<file path="src/rtl/bus_serializer.sv">
// bus_serializer
// Parallel-to-serial transmitter. Accepts WIDTH-bit words on a valid/ready
// handshake and sends each word one bit per cycle, LSB first, on a serial
// valid/ready handshake with a last-bit marker. Back-to-back words stream
// with no idle cycle. frames_sent counts completed words and wraps silently.
//
// Handshake semantics (both sides): a transfer happens at a rising clk edge
// where valid and ready are both high. The parallel side transfers a word
// (in_valid & in_ready); the serial side transfers one bit
// (ser_valid & ser_ready). A valid source holds its payload until the
// transfer. in_ready never depends on in_valid.
//
// Ports:
//   clk          rising-edge clock
//   rst_n        synchronous active-low reset
//   data_in      parallel word, bit 0 sent first
//   in_valid     data_in holds a word to send
//   in_ready     word accepted this cycle when in_valid is also high
//   ser_out      current serial bit (registered)
//   ser_valid    ser_out carries a valid bit (registered)
//   ser_last     ser_out is bit WIDTH-1 of its word (registered)
//   ser_ready    downstream takes ser_out this cycle
//   frames_sent  completed-word counter, modulo 2^CNT_W
//   dbg_state    current FSM state (0 = IDLE, 1 = SHIFT)

module bus_serializer #(
    parameter int WIDTH = 4,
    parameter int CNT_W = 8
) (
    input  logic             clk,
    input  logic             rst_n,
    input  logic [WIDTH-1:0] data_in,
    input  logic             in_valid,
    output logic             in_ready,
    output logic             ser_out,
    output logic             ser_valid,
    output logic             ser_last,
    input  logic             ser_ready,
    output logic [CNT_W-1:0] frames_sent,
    output logic             dbg_state
);

    localparam int CW = $clog2(WIDTH);
    localparam logic [CW-1:0] LAST_IDX = CW'(WIDTH - 1);

    typedef enum logic {
        IDLE  = 1'b0,
        SHIFT = 1'b1
    } state_t;

    state_t           state_q, state_d;
    logic [WIDTH-1:0] sh_q, sh_d;
    logic [CW-1:0]    bit_cnt_q, bit_cnt_d;
    logic [CNT_W-1:0] frames_q, frames_d;
    logic             ser_out_q, ser_out_d;
    logic             ser_valid_q, ser_valid_d;
    logic             ser_last_q, ser_last_d;

    logic at_last;
    logic taken;
    logic accept;

    always_comb begin
        at_last = (bit_cnt_q == LAST_IDX);
        // In SHIFT ser_valid is always high, so a bit is taken on ser_ready.
        taken   = (state_q == SHIFT) && ser_ready;
        // A new word may enter only when the shift register is free now or
        // is being emptied at this edge by the last bit being taken.
        in_ready = rst_n && ((state_q == IDLE) || (at_last && taken));
        accept   = in_valid && in_ready;

        state_d   = state_q;
        sh_d      = sh_q;
        bit_cnt_d = bit_cnt_q;
        frames_d  = frames_q;

        case (state_q)
            IDLE: begin
                if (accept) begin
                    sh_d      = data_in;
                    bit_cnt_d = '0;
                    state_d   = SHIFT;
                end
            end
            SHIFT: begin
                if (taken) begin
                    if (!at_last) begin
                        sh_d      = {1'b0, sh_q[WIDTH-1:1]};
                        bit_cnt_d = bit_cnt_q + CW'(1);
                    end else begin
                        frames_d = frames_q + CNT_W'(1);
                        if (accept) begin
                            sh_d      = data_in;
                            bit_cnt_d = '0;
                        end else begin
                            state_d = IDLE;
                        end
                    end
                end
            end
            default: state_d = IDLE;
        endcase

        // Serial outputs are registered copies of what the next state presents.
        ser_valid_d = (state_d == SHIFT);
        ser_out_d   = ser_valid_d && sh_d[0];
        ser_last_d  = ser_valid_d && (bit_cnt_d == LAST_IDX);
    end

    always_ff @(posedge clk) begin
        if (!rst_n) begin
            state_q     <= IDLE;
            sh_q        <= '0;
            bit_cnt_q   <= '0;
            frames_q    <= '0;
            ser_out_q   <= 1'b0;
            ser_valid_q <= 1'b0;
            ser_last_q  <= 1'b0;
        end else begin
            state_q     <= state_d;
            sh_q        <= sh_d;
            bit_cnt_q   <= bit_cnt_d;
            frames_q    <= frames_d;
            ser_out_q   <= ser_out_d;
            ser_valid_q <= ser_valid_d;
            ser_last_q  <= ser_last_d;
        end
    end

    assign ser_out     = ser_out_q;
    assign ser_valid   = ser_valid_q;
    assign ser_last    = ser_last_q;
    assign frames_sent = frames_q;
    assign dbg_state   = state_q;

endmodule

</file>
<file path="config.mk">
export PLATFORM = sky130hd
export DESIGN_NAME = bus_serializer
export DESIGN_NICKNAME = d
export VERILOG_FILES = /design/src/rtl/bus_serializer.sv
export SDC_FILE = /design/constraint.sdc
export NUM_CORES = 1
export LEC_CHECK = 0
export CAP_MARGIN = 20
export CORE_MARGIN = 2
export CORE_UTILIZATION = 50
export CTS_BUF_LIST = sky130_fd_sc_hd__clkbuf_8
export CTS_CLUSTER_DIAMETER = 120
export DETAILED_ROUTE_END_ITERATION = 10
export PLACE_DENSITY = 0.8
export SLEW_MARGIN = 10
export SYNTH_ARGS = -nofsm -noshare
export SYNTH_HDL_FRONTEND = slang
export SYNTH_SLANG_ARGS = --single-unit
</file>
<file path="constraint.sdc">
create_clock -name clk -period 1.8 [get_ports clk]
set_clock_uncertainty 0.05 [all_clocks]
set_input_delay 0.18 -clock clk [delete_from_list [all_inputs] [get_ports clk]]
set_output_delay 0.18 -clock clk [all_outputs]
set_load 0.1 [all_outputs]
</file>
Word level (Yosys, flattened, before mapping)

Index checks and enable logic that the tools add are counted.

Flip-flop bits (word level): 17
Bits of input ports: 8
Logic and storage cells: 33

Add/subtract/negate cells: 2
Eq/ne operators: 3
Muxes and demuxes: 12
Bitwise logic cells: 1
Reduce and logical (&&, ||, !) cells: 8

Operators with widths:

| kind                                                                     | count |
|---|---|
| 4-bit two-way mux                                                        | 3 |
| 8-bit by 1-bit adder with 8-bit output (second input constant)           | 1 |
| 4-bit case mux with 2 select lines                                       | 1 |
| 1-bit logical AND                                                        | 6 |
| 2-bit two-way mux                                                        | 3 |
| 2-bit equality test (second input constant)                              | 2 |
| 2-bit case mux with 2 select lines                                       | 1 |
| 1-bit two-way mux                                                        | 3 |
| 3-bit AND reduction                                                      | 1 |
| 2-bit by 1-bit adder with 2-bit output (second input constant)           | 1 |
| 2-bit by 1-bit inequality test with 1-bit output (second input constant) | 1 |
| 1-bit case mux with 2 select lines                                       | 1 |
| 1-bit logical OR                                                         | 1 |
| 1-bit NOT                                                                | 1 |

Longest topological paths before layout

Depth in word-level cells: 11
Mapped depth: 5
Mapped depth without buffers: 4

Worst setup path before layout

No wires, ideal clock.

Kind: register to output
Start point: reg ser_valid (netlist name)
End point: out in_ready
Arrival time: 2.448 ns
Required time: 1.570 ns
Slack: -0.878 ns
Stages on the path, launching flop included: 4
Buffers on the path: 1
Path through: dfxtp_1 -> buf_4 -> a21boi_0 -> nor2_1

RTL lines:

| element   | RTL line | RTL |
|---|---|---|
| to (decl) | 34       | `output logic in_ready,` |

Worst setup path after layout

Start point: in ser_ready
End point: out in_ready

Cells in the longest elaborated chain, start to end: 4

Ends and longest elaborated chain:

| element           | RTL line | RTL |
|---|---|---|
| from (decl)       | 38       | `input logic ser_ready,` |
| 1-bit logical AND | 66       | `taken = (state_q == SHIFT) && ser_ready;` |
| 1-bit logical AND | 69       | `in_ready = rst_n && ((state_q == IDLE) \|\| (at_last && taken));` |
| 1-bit logical OR  | 69       |  |
| 1-bit logical AND | 69       |  |

No other way between the ends.

==> impl_metrics.tcl <==
set metrics [dict create \
    power.internal_mw 0.607 \
    finalNetCount 136 \
    path_buf_inv 4 \
    final_common_cell "buf_4" \
    portBuffers 20 \
    path_delay_family "buffers and inverters" \
    io_pins 21 \
    hold_path_class "register to register" \
    dp_hpwl_mm 1.47 \
    clock_sinks 17 \
    setup_viol 0 \
    yosys_warnings 0 \
    ys_top_cells_by_area "dfxtp_1 38%, mux2i_1 5.6%, a21boi_0 5.0%" \
    criticalPathCategory "input port to output pin" \
    worstSetupStartpointType "input port" \
    syn_nets 109 \
    worst_ep_required_time_ps 1570 \
    cts_buffers 3 \
    period_share 0.929 \
    dieWidth_um 46.4 \
    grt_pass1_vias 791 \
    drv_slew 0 \
    routedWlPerCell_um 13.0 \
    dp.cells 146 \
    post_cts_buffers 0 \
    power_density_nw_per_um2 679 \
    regArea_sq_um 350 \
    status "completed" \
    num_rows 15 \
    netlist_instances 99 \
    ys_ff_latch 17 \
    pwr-share-comb 0.187 \
    drive_above_1_share 0.312 \
    cp_max_fo 12 \
    yosys.area.top_type_share 0.378 \
    cp_cell_sequence "clkdlybuf4s50_1, buf_4, a21boi_0, buf_4, nor2_4, buf_12" \
    clk_latency_ps 250 \
    maxSlewHeadroom 0.759 \
    gp_congestion 0.814 \
    antenna_found_initial 0 \
    cts-root-buf "clkbuf_8" \
    total_power_mw 0.839 \
    synth_top_area_cell "dfxtp_1" \
    cpPeakStageDelay_ps 530 \
    ir_drop_mv 0.478 \
    hold_violations 0 \
    cts_buffer_depth 2 \
    drt_wl_total_mm 1.96 \
    start_util 0.527 \
    finalCriticalPeriod_ps 1670 \
    die_height_um 46.4 \
    grt-ovfl-total 0 \
    area_growth_pct 37.4 \
    ys_types 31 \
    fin_hold_ws_ps 442 \
    switching_share 0.276 \
    nFillCells 144 \
    p_leak_nw 0.471 \
    arrival_ps 1440 \
    die_area_sq_um 2150 \
    htreeDepth 1 \
    grt_start_max_net_pins 13 \
    clk_pin_slew_ps 70 \
    cts_tree "yes" \
    grt_pass1_wl_mm 3.23 \
    cap_viol_max_count 0 \
    n_antenna_cell 0 \
    syn-cell-area_sq_um 900 \
    clockPowerShare 0.341 \
    vias 845 \
    max_freq_mhz 598 \
    rsz0062_at_grt "false" \
    crit_path_frequent_cell "buf_4" \
    ys_seq_area_frac 0.378 \
    avgSynthCellArea_sq_um 9.09 \
    post-route-util 0.724 \
    worst_pin_slew_ps 360 \
    drt_iter0_drc 11 \
    final_cells 150 \
    multi_input_area_sq_um 536 \
    drc 0 \
    grt_util_all_layers 0.208 \
    layout_common_cells "18 x buf_4, 9 x dfxtp_1, 8 x a21oi_1, 8 x dfxtp_2, 7 x clkdlybuf4s50_1" \
    core-area_sq_um 1710 \
    crit_path_end_kind "output pin" \
    ant_nets 0 \
    slowest_stage "clkdlybuf4s50_1" \
    viasPerCell 5.63 \
    pwr-share-seq 0.472 \
    drt-pass1-iter-count 4 \
    power.switching_mw 0.232 \
]
==> worst min-delay path: cells and delay by family (launching register included) <==
kind	cells	cell delay [ps]
AO/OA/AOI/OAI	2	110
flip-flops	1	340
==> layer usage <==
metal	up-vias	GRT usage	part of all wire
met5	-	0	0
met4	0	0.109	0.0051
li1	424	-	-
met2	17	0.344	0.51
met3	2	0.0275	0.033
met1	402	0.258	0.45
==> registers in the layout, indices dropped and copies added (netlist names) <==
signal / count
frames_sent: 8
ser_valid: 1
sh_q: 4
ser_out: 1
bit_cnt_q: 2
ser_last: 1
==> area by class of cell <==
class                   instances  share of cell area
well taps                      25              0.0253
clock inverters                 1             0.00405
multi-input cells              74               0.433
inverters                       2             0.00607
flip-flops and latches         17               0.283
clock buffers                   3              0.0334
repair buffers                 28               0.215
==> power groups by stage <==
| stage | Sequential (mW) | Clock, mW | Combinational [mW] |
|---|---|---|---|
| 2_1_floorplan | 0.423 | 0 | 0.0784 |
| 3_3_place_gp | 0.403 | 0 | 0.154 |
| 3_5_place_dp | 0.404 | 0 | 0.156 |
| 4_1_cts | 0.395 | 0.292 | 0.157 |
| 5_1_grt | 0.397 | 0.304 | 0.167 |
| 6_report | 0.396 | 0.286 | 0.157 |
==> path summary, 6_finish.rpt <==
| kind | startpoint | endpoint | slack [ps] | cells past startpoint |
|---|---|---|---|---|
| setup / recovery | ser_ready | in_ready | 130 | 6 |
| hold / removal | frames_sent[6] | frames_sent[6] | 440 | 2 |
| setup reg to reg | bit_cnt_q[0] | frames_sent[7] | 230 | 4 |
| hold reg to reg | frames_sent[6] | frames_sent[6] | 440 | 2 |
==> repair_timing <==
action	4_1_cts	5_1_grt
setup endpoints to repair	0	2
hold buffers	0	0
resized for setup	0	2
==> synth_stat cells <==
cell type	number
o21ai_0	5
or3_1	2
nand3b_1	5
dfxtp_1	17
a21boi_0	6
or3_2	1
clkbuf_1	1
and2_1	1
buf_4	3
buf_2	2
nand2_1	3
nor2b_1	1
o31ai_1	3
nand4_1	1
nand2b_1	4
a211oi_1	2
nand4_4	1
nor2_1	6
or4_1	3
o31a_1	2
or2b_1	1
o21a_1	3
nand3_1	5
a21bo_2	1
xor2_1	1
ha_1	2
mux2i_1	5
inv_1	2
a21oi_1	8
a2111oi_2	1
nor3b_1	1
==> through the flow <==
step	area (sq um)	setup WS [ps]	setup TNS, ps
2_1_floorplan	917	-29.0	-29.0
3_3_place_gp	1180	144	0
3_5_place_dp	1180	117	0
4_1_cts	1220	9.05	0
5_1_grt	1240	60.0	0
6_report	1240	128	0
==> cells by family (layout without fill, tap and decap cells) <==
| logic type | Yosys count | after routing | synth area share |
|---|---|---|---|
| AND/OR/NAND/NOR | 35 | 35 | 0.243 |
| AO/OA/AOI/OAI | 31 | 31 | 0.236 |
| flip-flops | 17 | 17 | 0.378 |
| buffers and inverters | 8 | 34 | 0.0487 |
| multiplexers | 5 | 5 | 0.0556 |
| adder cells (fa/ha/maj) | 2 | 2 | 0.0278 |
| XOR/XNOR | 1 | 1 | 0.00974 |
Note: power is estimated with default switching activity, not from simulation.
